===== src/rtl/qproc_mem_loader_if.sv =====
// Purpose: stream and memory-port bundle between the memory loader and its surroundings.
// Latency: none, wires only.
// Backpressure: s_tready_o and m_tready_i carry the stream backpressure; the memory port has none.
// Ports: s_t* write stream into the loader, m_t* read stream out of it,
//        mem_* the PS-side memory port (sel/we/addr/w_dt driven, r_dt returned).
interface qproc_mem_loader_if;
    logic [31:0]  s_tdata_i;
    logic         s_tvalid_i;
    logic         s_tready_o;
    logic [31:0]  m_tdata_o;
    logic         m_tvalid_o;
    logic         m_tready_i;
    logic         m_tlast_o;
    logic [1:0]   mem_sel_o;
    logic         mem_we_o;
    logic [15:0]  mem_addr_o;
    logic [167:0] mem_w_dt_o;
    logic [167:0] mem_r_dt_i;

    // loader side
    modport master (
        input  s_tdata_i, s_tvalid_i, m_tready_i, mem_r_dt_i,
        output s_tready_o, m_tdata_o, m_tvalid_o, m_tlast_o,
        output mem_sel_o, mem_we_o, mem_addr_o, mem_w_dt_o
    );

    // stream source/sink and memory side
    modport slave (
        output s_tdata_i, s_tvalid_i, m_tready_i, mem_r_dt_i,
        input  s_tready_o, m_tdata_o, m_tvalid_o, m_tlast_o,
        input  mem_sel_o, mem_we_o, mem_addr_o, mem_w_dt_o
    );
endinterface


===== src/rtl/qproc_mem_loader.sv =====
// Purpose: sequences 32-bit stream beats into pmem/dmem/wmem words and streams words back out.
// Latency: write BPW+1 cycles per word; read 1 + RD_LAT cycles per word plus BPW accepted beats.
// Backpressure: s_tready_o drops during each commit; read beats hold while m_tready_i is low.
// Ports: start_i/abort_i/dir_i/mem_sel_i/base_addr_i/len_i control a transfer,
//        busy_o/done_o/err_o report status, bus carries the streams and memory port.
module qproc_mem_loader #(
    parameter int RD_LAT = 2,
    parameter int LEN_W  = 16
) (
    input  logic             ps_clk_i,
    input  logic             ps_rst_ni,
    input  logic             start_i,
    input  logic             abort_i,
    input  logic             dir_i,
    input  logic [1:0]       mem_sel_i,
    input  logic [15:0]      base_addr_i,
    input  logic [LEN_W-1:0] len_i,
    output logic             busy_o,
    output logic             done_o,
    output logic             err_o,
    qproc_mem_loader_if.master bus
);

    typedef enum logic [2:0] {
        S_IDLE, S_WR_COLLECT, S_WR_COMMIT, S_RD_ADDR, S_RD_WAIT, S_RD_SEND, S_DONE
    } state_t;

    state_t             state_q, state_d;
    logic [1:0]         sel_q, sel_d;
    logic [15:0]        base_q, base_d;
    logic [LEN_W-1:0]   len_q, len_d;
    logic [LEN_W-1:0]   word_cnt_q, word_cnt_d;
    logic [2:0]         beat_cnt_q, beat_cnt_d;
    logic [2:0]         wait_cnt_q, wait_cnt_d;
    logic [167:0]       asm_q, asm_d;
    logic [167:0]       rd_q, rd_d;
    logic               err_q, err_d;
    logic [15:0]        addr_q, addr_d;

    logic [2:0]         bpw_m1;
    logic [167:0]       word_mask;
    logic               last_beat, last_word, busy;

    always_comb begin
        case (sel_q)
            2'd1:    begin bpw_m1 = 3'd2; word_mask = {96'h0, {72{1'b1}}};  end
            2'd3:    begin bpw_m1 = 3'd5; word_mask = {168{1'b1}};          end
            default: begin bpw_m1 = 3'd0; word_mask = {136'h0, {32{1'b1}}}; end
        endcase
    end

    assign last_beat = (beat_cnt_q == bpw_m1);
    assign last_word = (word_cnt_q == len_q - LEN_W'(1));
    assign busy      = (state_q != S_IDLE) && (state_q != S_DONE);

    always_comb begin
        state_d    = state_q;
        sel_d      = sel_q;
        base_d     = base_q;
        len_d      = len_q;
        word_cnt_d = word_cnt_q;
        beat_cnt_d = beat_cnt_q;
        wait_cnt_d = wait_cnt_q;
        asm_d      = asm_q;
        rd_d       = rd_q;
        err_d      = err_q;
        addr_d     = addr_q;

        case (state_q)
            S_IDLE: begin
                if (start_i) begin
                    sel_d      = mem_sel_i;
                    base_d     = base_addr_i;
                    len_d      = len_i;
                    word_cnt_d = '0;
                    beat_cnt_d = '0;
                    err_d      = (mem_sel_i == 2'd0);
                    if (mem_sel_i == 2'd0 || len_i == '0) begin
                        state_d = S_DONE;
                    end else if (dir_i) begin
                        addr_d  = base_addr_i;
                        state_d = S_RD_ADDR;
                    end else begin
                        state_d = S_WR_COLLECT;
                    end
                end
            end
            S_WR_COLLECT: begin
                if (bus.s_tvalid_i) begin
                    // the wmem tail beat contributes only its low byte
                    case (beat_cnt_q)
                        3'd0:    asm_d[31:0]    = bus.s_tdata_i;
                        3'd1:    asm_d[63:32]   = bus.s_tdata_i;
                        3'd2:    asm_d[95:64]   = bus.s_tdata_i;
                        3'd3:    asm_d[127:96]  = bus.s_tdata_i;
                        3'd4:    asm_d[159:128] = bus.s_tdata_i;
                        default: asm_d[167:160] = bus.s_tdata_i[7:0];
                    endcase
                    if (last_beat) begin
                        beat_cnt_d = '0;
                        // address register moves only when a word is committed
                        addr_d     = (word_cnt_q == '0) ? base_q : addr_q + 16'd1;
                        state_d    = S_WR_COMMIT;
                    end else begin
                        beat_cnt_d = beat_cnt_q + 3'd1;
                    end
                end
            end
            S_WR_COMMIT: begin
                if (last_word) begin
                    state_d = S_DONE;
                end else begin
                    word_cnt_d = word_cnt_q + LEN_W'(1);
                    state_d    = S_WR_COLLECT;
                end
            end
            S_RD_ADDR: begin
                wait_cnt_d = 3'd1;
                state_d    = S_RD_WAIT;
            end
            S_RD_WAIT: begin
                if (int'(wait_cnt_q) >= RD_LAT) begin
                    rd_d       = bus.mem_r_dt_i & word_mask;
                    beat_cnt_d = '0;
                    state_d    = S_RD_SEND;
                end else begin
                    wait_cnt_d = wait_cnt_q + 3'd1;
                end
            end
            S_RD_SEND: begin
                if (bus.m_tready_i) begin
                    if (last_beat) begin
                        beat_cnt_d = '0;
                        if (last_word) begin
                            state_d = S_DONE;
                        end else begin
                            word_cnt_d = word_cnt_q + LEN_W'(1);
                            addr_d     = addr_q + 16'd1;
                            state_d    = S_RD_ADDR;
                        end
                    end else begin
                        beat_cnt_d = beat_cnt_q + 3'd1;
                    end
                end
            end
            S_DONE: state_d = S_IDLE;
            default: state_d = S_IDLE;
        endcase

        // abort overrides everything; uncommitted beats and pending reads are dropped
        if (abort_i && busy) begin
            state_d = S_IDLE;
            err_d   = 1'b1;
            addr_d  = addr_q;
        end
    end

    always_ff @(posedge ps_clk_i or negedge ps_rst_ni) begin
        if (!ps_rst_ni) begin
            state_q    <= S_IDLE;
            sel_q      <= '0;
            base_q     <= '0;
            len_q      <= '0;
            word_cnt_q <= '0;
            beat_cnt_q <= '0;
            wait_cnt_q <= '0;
            asm_q      <= '0;
            rd_q       <= '0;
            err_q      <= 1'b0;
            addr_q     <= '0;
        end else begin
            state_q    <= state_d;
            sel_q      <= sel_d;
            base_q     <= base_d;
            len_q      <= len_d;
            word_cnt_q <= word_cnt_d;
            beat_cnt_q <= beat_cnt_d;
            wait_cnt_q <= wait_cnt_d;
            asm_q      <= asm_d;
            rd_q       <= rd_d;
            err_q      <= err_d;
            addr_q     <= addr_d;
        end
    end

    always_comb begin
        case (beat_cnt_q)
            3'd0:    bus.m_tdata_o = rd_q[31:0];
            3'd1:    bus.m_tdata_o = rd_q[63:32];
            3'd2:    bus.m_tdata_o = rd_q[95:64];
            3'd3:    bus.m_tdata_o = rd_q[127:96];
            3'd4:    bus.m_tdata_o = rd_q[159:128];
            default: bus.m_tdata_o = {24'h0, rd_q[167:160]};
        endcase
        if (state_q != S_RD_SEND) bus.m_tdata_o = '0;
    end

    assign busy_o         = busy;
    assign done_o         = (state_q == S_DONE);
    assign err_o          = err_q;
    assign bus.s_tready_o = (state_q == S_WR_COLLECT);
    assign bus.m_tvalid_o = (state_q == S_RD_SEND);
    assign bus.m_tlast_o  = (state_q == S_RD_SEND) && last_beat && last_word;
    assign bus.mem_sel_o  = busy ? sel_q : 2'd0;
    assign bus.mem_we_o   = (state_q == S_WR_COMMIT) && !abort_i;
    assign bus.mem_addr_o = addr_q;
    assign bus.mem_w_dt_o = (state_q == S_WR_COMMIT) ? (asm_q & word_mask) : '0;

endmodule


===== src/flat_wrapper.sv =====
// flat-port wrapper written by rule: the top's interface ports become plain ports
module qproc_mem_loader_flat 
#(
    parameter int RD_LAT = 2,
    parameter int LEN_W  = 16
)
  (ps_clk_i, ps_rst_ni, start_i, abort_i, dir_i, mem_sel_i, base_addr_i, len_i, busy_o, done_o, err_o, bus_s_tdata_i, bus_s_tvalid_i, bus_m_tready_i, bus_mem_r_dt_i, bus_s_tready_o, bus_m_tdata_o, bus_m_tvalid_o, bus_m_tlast_o, bus_mem_sel_o, bus_mem_we_o, bus_mem_addr_o, bus_mem_w_dt_o);
  qproc_mem_loader_if bus_i ();
  input  logic ps_clk_i;
  input  logic ps_rst_ni;
  input  logic start_i;
  input  logic abort_i;
  input  logic dir_i;
  input  logic [1:0] mem_sel_i;
  input  logic [15:0] base_addr_i;
  input  logic [LEN_W-1:0] len_i;
  output logic busy_o;
  output logic done_o;
  output logic err_o;
  input wire logic [$bits(bus_i.s_tdata_i)-1:0] bus_s_tdata_i;
  input wire logic [$bits(bus_i.s_tvalid_i)-1:0] bus_s_tvalid_i;
  input wire logic [$bits(bus_i.m_tready_i)-1:0] bus_m_tready_i;
  input wire logic [$bits(bus_i.mem_r_dt_i)-1:0] bus_mem_r_dt_i;
  output wire logic [$bits(bus_i.s_tready_o)-1:0] bus_s_tready_o;
  output wire logic [$bits(bus_i.m_tdata_o)-1:0] bus_m_tdata_o;
  output wire logic [$bits(bus_i.m_tvalid_o)-1:0] bus_m_tvalid_o;
  output wire logic [$bits(bus_i.m_tlast_o)-1:0] bus_m_tlast_o;
  output wire logic [$bits(bus_i.mem_sel_o)-1:0] bus_mem_sel_o;
  output wire logic [$bits(bus_i.mem_we_o)-1:0] bus_mem_we_o;
  output wire logic [$bits(bus_i.mem_addr_o)-1:0] bus_mem_addr_o;
  output wire logic [$bits(bus_i.mem_w_dt_o)-1:0] bus_mem_w_dt_o;
  assign bus_i.s_tdata_i = bus_s_tdata_i;
  assign bus_i.s_tvalid_i = bus_s_tvalid_i;
  assign bus_i.m_tready_i = bus_m_tready_i;
  assign bus_i.mem_r_dt_i = bus_mem_r_dt_i;
  assign bus_s_tready_o = bus_i.s_tready_o;
  assign bus_m_tdata_o = bus_i.m_tdata_o;
  assign bus_m_tvalid_o = bus_i.m_tvalid_o;
  assign bus_m_tlast_o = bus_i.m_tlast_o;
  assign bus_mem_sel_o = bus_i.mem_sel_o;
  assign bus_mem_we_o = bus_i.mem_we_o;
  assign bus_mem_addr_o = bus_i.mem_addr_o;
  assign bus_mem_w_dt_o = bus_i.mem_w_dt_o;
  qproc_mem_loader #(.RD_LAT(RD_LAT), .LEN_W(LEN_W)) u_core (.ps_clk_i(ps_clk_i), .ps_rst_ni(ps_rst_ni), .start_i(start_i), .abort_i(abort_i), .dir_i(dir_i), .mem_sel_i(mem_sel_i), .base_addr_i(base_addr_i), .len_i(len_i), .busy_o(busy_o), .done_o(done_o), .err_o(err_o), .bus(bus_i));
endmodule

===== config.mk =====
export PLATFORM = sky130hd
export DESIGN_NAME = qproc_mem_loader_flat
export DESIGN_NICKNAME = d
export VERILOG_FILES = /design/src/rtl/qproc_mem_loader_if.sv /design/src/rtl/qproc_mem_loader.sv /design/src/flat_wrapper.sv
export SDC_FILE = /design/constraint.sdc
export NUM_CORES = 1
export LEC_CHECK = 0
export BUFFER_PORTS_ARGS = -buffer_cell sky130_fd_sc_hd__buf_2
export CAP_MARGIN = 20
export CORE_ASPECT_RATIO = 2
export CORE_MARGIN = 4
export CORE_UTILIZATION = 25
export CTS_CLUSTER_DIAMETER = 60
export CTS_CLUSTER_SIZE = 28
export DETAILED_ROUTE_END_ITERATION = 12
export PLACE_DENSITY_LB_ADDON = 0.05
export SKIP_CTS_REPAIR_TIMING = 1
export SLEW_MARGIN = 20
export SYNTH_ARGS = -nofsm -noshare
export SYNTH_HDL_FRONTEND = slang
export SYNTH_SLANG_ARGS = --single-unit

===== constraint.sdc =====
create_clock -name ps_clk_i -period 3.7 [get_ports ps_clk_i]
set_clock_uncertainty 0.05 [all_clocks]
set_input_delay 0.74 -clock ps_clk_i [delete_from_list [all_inputs] [get_ports ps_clk_i]]
set_output_delay 0.74 -clock ps_clk_i [all_outputs]
set_load 0.02 [all_outputs]

After elaboration in Yosys (flattened, before gate mapping)
Index checks and enable logic that the tools add are counted.
{"block": "word_totals", "out_inout_bits": 225, "inputBits": 241, "regBits": 412}
{"block": "op_classes", "magnitude_cmp": 1, "muxes": 44, "reduce_logical": 34, "n_addsub": 5, "n_bitwise": 4, "n_eq_ne": 32}
{"operator": "168-bit AND", "count": 2}
{"operator": "168-bit case mux with 2 select lines", "count": 1}
{"operator": "16-bit two-way mux", "count": 13}
{"operator": "168-bit two-way mux", "count": 1}
{"operator": "32-bit case mux with 5 select lines", "count": 1}
{"operator": "16-bit case mux with 3 select lines", "count": 2}
{"operator": "3-bit two-way mux", "count": 16}
{"operator": "16-bit by 1-bit adder with 16-bit output (second input constant)", "count": 2}
{"operator": "16-bit logical NOT", "count": 2}
{"operator": "32-bit two-way mux", "count": 1}
{"operator": "3-bit case mux with 6 select lines", "count": 1}
{"operator": "3-bit AND reduction", "count": 6}
{"operator": "16-bit equality test", "count": 1}
{"operator": "16-bit by 1-bit subtractor with 16-bit output (second input constant)", "count": 1}
{"operator": "2-bit != test (second input constant)", "count": 7}
{"operator": "3-bit by 2-bit equality test with 1-bit output (second input constant)", "count": 4}
{"operator": "3-bit equality test (second input constant)", "count": 4}
{"operator": "3-bit case mux with 2 select lines", "count": 2}
{"operator": "3-bit case mux with 4 select lines", "count": 1}
{"operator": "10-bit AND reduction", "count": 1}
{"operator": "3-bit by 1-bit != test with 1-bit output (second input constant)", "count": 3}
{"operator": "3-bit by 2-bit != test with 1-bit output (second input constant)", "count": 3}
{"operator": "3-bit nonzero test", "count": 3}
{"operator": "2-bit AND reduction", "count": 4}
{"operator": "other kinds (22)", "count": 38}

Depth between registers and ports, before layout
{"block": "depth", "ltp_word": 7, "ltp_mapped": 12}

Worst setup path before layout
No wires, ideal clock.
{"block": "synth_timing", "path_kind": "register to output", "startpoint": "reg u_core.beat_cnt_q[2]", "endpoint": "out bus_m_tdata_o[14]", "stages_incl_launch_ff": 10, "setup_slack_ns": 0.053, "path_buffers": 4, "arrival_ns": 2.857, "path_cell_list": "dfrtp_1 -> clkbuf_1 -> inv_1 -> clkbuf_1 -> ha_1 -> clkbuf_1 -> nor4_1 -> nand2b_1 -> clkbuf_1 -> a21oi_1"}
{"block": "synth_via", "elab_chain_len": 3, "word_cells_on_any_way": 7, "classes_between": "eq/ne: 4; mux: 2; reduce/logical: 1"}
{"item": "from (decl)", "line": "qproc_mem_loader.sv:33", "text": "logic [2:0] beat_cnt_q, beat_cnt_d;"}
{"item": "from (signal assigned)", "line": "qproc_mem_loader.sv:177", "text": "beat_cnt_q <= beat_cnt_d;"}
{"item": "3-bit equality test, or another cell as far along", "line": "qproc_mem_loader.sv:187", "text": "case (beat_cnt_q)"}
{"item": "32-bit case mux with 5 select lines (*)", "line": "qproc_mem_loader.sv:187"}
{"item": "32-bit two-way mux (*)", "line": "qproc_mem_loader.sv:195", "text": "if (state_q != S_RD_SEND) bus.m_tdata_o = '0;"}
{"item": "to (decl)", "line": "flat_wrapper.sv:25", "text": "output wire logic [$bits(bus_i.m_tdata_o)-1:0] bus_m_tdata_o;"}
Every way passes the cells marked *; elsewhere a longest branch is shown, timed or not.

Final worst setup path
{"block": "layout_timing", "startpoint": "reg u_core.len_q[0]", "endpoint": "out bus_m_tlast_o"}
{"block": "layout_via", "elab_chain_len": 3}
{"item": "from (decl)", "line": "qproc_mem_loader.sv:31", "text": "logic [LEN_W-1:0] len_q, len_d;"}
{"item": "from (signal assigned)", "line": "qproc_mem_loader.sv:175", "text": "len_q <= len_d;"}
{"item": "16-bit by 1-bit subtractor with 16-bit output", "line": "qproc_mem_loader.sv:53", "text": "assign last_word = (word_cnt_q == len_q - LEN_W'(1));"}
{"item": "16-bit equality test", "line": "qproc_mem_loader.sv:53"}
{"item": "1-bit logical AND", "line": "qproc_mem_loader.sv:203", "text": "assign bus.m_tlast_o = (state_q == S_RD_SEND) && last_beat && last_word;"}
{"item": "to (decl)", "line": "flat_wrapper.sv:27", "text": "output wire logic [$bits(bus_i.m_tlast_o)-1:0] bus_m_tlast_o;"}
Every way passes these cells.

==> impl_metrics.ini <==
[routing]
wire_per_inst_um = 23.7
num_vias = 17100
drc = 0
drt_iter0_drc = 1061
ant_nets = 0
routed_wl_um = 84000
via_per_inst = 4.81
first_pass_iters = 7

[setup_path]
cp-start-kind = register
path_max_fanout = 7
reg2reg_depth = 8
endpoint_kind = output port
required_ps = 2910
crit_type = register to output port
cp_data_arrival_time_ps = 2940

[power]
p_leak_nw = 13.4
peakVddDrop_mv = 0.350
power.density_nw_per_um2 = 747

[floorplan]
num_rows = 145
die_width_um = 207
die_y_um = 405
die_area_um2 = 83700
num_io_pins = 466
core_area_um2 = 78200
start_util = 0.252

[layout]
n_fill_cell = 8305
area_growth_pct = 27.3
post-route-util = 0.321
finalNetCount = 2724
drive_gt1_frac = 0.339

[global_route]
grt_first_pass_wirelength_um = 123000
grt_overflow_total = 0
busiest_layer = met2
grtUsageMet2 = 0.337
grt_pass1_vias = 17900
use_met3 = 0.0706
grt_max_degree = 99
antenna_found_initial = 27
grt_use_total = 0.194
grt_use_met1 = 0.219

[placed_design]
hpwl_um = 60900
io_buffers = 465
gp_congestion = 0.800
pre_cts_ws_ps = 154

[timing]
rsz0062_at_grt = yes
hold_viol = 0
final.setup.worst_slack_ps = -34.6
period_share = 1.01
finalMaxSlewViolations = 0
period_needed_ps = 3730
setup_viol = 1
tightest_slew_ps = 1030
max_freq_mhz = 268
relSlewSlack = 0.304

[logic_synthesis]
synth_seq_cells = 412
yosysTopAreaCellShare = 0.523
synth_area_um2 = 19700
synth-warning-count = 0
synth_area_leader_cell = dfrtp_1
syn_avg_cell_area_um2 = 9.66
yosys.cell_types.count = 65
yosysSeqAreaShare = 0.523
synth_nets = 2291
synth_enable_flop_cells = 0
synth_area_leaders = dfrtp_1 52%, nand2_1 10%, mux2_2 9.9%
synthFlopType = dfrtp_1
synthArstFlopShare = 1.00
syn_inst = 2040

[hold_path]
hold_path_class = input port to asynchronous set/reset pin

[clock_tree]
cts_tree = done
clkSinkCount = 412
cts-root-buf = clkbuf_16
clock_latency_ps = 600
clkTransAtPathRegs_ps = 80
htreeDepth = 2
cts_buffer_depth = 3
cts_buffers = 37

[outcome]
violations = negative setup slack
status = finished, violations left

[job]
drv_cap = 0
==> metrics by stage <==
step	power [mW]	hold WS, ps	instances	setup TNS (ps)	area, um2
after floorplan	11.2	388	2040	0	19700
after global placement	14.3	401	3454	0	23500
after detailed placement	14.4	406	3454	0	23500
after CTS	18.9	67.9	3522	-1730	24800
after global routing	20.0	73.3	3534	-178	25100
final	18.7	44.9	3548	-34.6	25100
==> power by group <==
part | internal, mW | leakage (nW) | switching [mW] | total, mW
clock network | 2.23 | 0.647 | 2.21 | 4.43
logic | 2.62 | 7.34 | 4.49 | 7.11
registers | 6.05 | 5.38 | 1.15 | 7.20
total | 10.9 | 13.4 | 7.85 | 18.7
==> worst paths after layout <==
kind                                              start                                to  slack [ps]
min reg2reg                u_core.rd_q[147]$_DFFE_PN0P_      u_core.rd_q[147]$_DFFE_PN0P_         420
max in group asynchronous                     ps_rst_ni      u_core.asm_q[55]$_DFFE_PN0P_        2600
min in group ps_clk_i                 bus_mem_r_dt_i[5]        u_core.rd_q[5]$_DFFE_PN0P_         290
min                                           ps_rst_ni       u_core.rd_q[23]$_DFFE_PN0P_          40
max                         u_core.len_q[0]$_DFFE_PN0P_                     bus_m_tlast_o         -30
max reg2reg                 u_core.len_q[0]$_DFFE_PN0P_  u_core.word_cnt_q[0]$_DFFE_PN0P_         350
==> critical path, cell delays in order (launching register included) <==
cell and delay [ps]:
dfrtp_1 420, or4_4 620, o21a_1 220, or3_4 360, a21oi_4 150, o2111a_1 190, nand3_1 90, nor2_2 150
buf_6 150
==> cells in the mapped netlist, drive strengths merged (10+ instances only) <==
library cell	count
a21oi	50
a222oi	21
a22o	15
a22oi	31
a31oi	19
and3	184
buf	19
clkbuf	140
dfrtp	412
ha	10
inv	21
mux2	176
nand2	533
nand3	108
nand4	10
nor2	47
nor3	14
nor4	15
o21ai	76
xnor2	22
==> flip-flops by register name (all words and copies together), names as in the netlist <==
register,count
u_core.asm_q,168
u_core.rd_q,168
u_core.base_q,16
u_core.bus.mem_addr_o,16
u_core.len_q,16
u_core.word_cnt_q,16
u_core.beat_cnt_q,3
u_core.state_q,3
u_core.wait_cnt_q,3
u_core.sel_q,2
u_core.err_o,1
==> area by class of cell <==
class	instances	area [um2]	share of cell area
Antenna cell	17	42.5	0.00170
Clock inverter	28	357	0.0142
Tap cell	1029	1290	0.0513
Sequential cell	412	10300	0.411
Inverter	21	78.8	0.00314
Timing Repair Buffer	553	3150	0.126
Multi-Input combinational cell	1448	8860	0.353
Clock buffer	40	990	0.0395
==> placed cells by master (no fill, tap or decap), drive strengths merged, types with 4 or more instances in the layout <==
cell and instances:
ha 10, o31ai 5, a21oi 50, clkinvlp 4, xor2 7, or3 8, inv 37, nand2 533
a211oi 4, clkbuf 40, nand3 108, nand2b 8, and2 9, a21o 4, nor4 15, xnor2 22
a221o 9, nor2b 9, mux2i 7, a22oi 31, diode 17, buf 553, a22o 15, dfrtp 412
nand4 10, or2 7, nor3 14, mux2 176, nor2 47, clkinv 6, o21ai 76, a222oi 21
and3 184, a31oi 19, or4 5
==> kinds of logic after synthesis <==
logic type,synth area share
buf+inv,0.0357
xor+xnor,0.0129
flops,0.523
mux,0.104
compound gates,0.0899
simple gates,0.228
fa+ha+maj,0.00635
==> metal layers <==
metal / part of all wire / vias up
li1: - / 7974
met1: 0.38 / 8395
met2: 0.49 / 578
met3: 0.090 / 103
met4: 0.036 / 22
met5: 0.0019 / -
(Power assumes the default switching activity.)
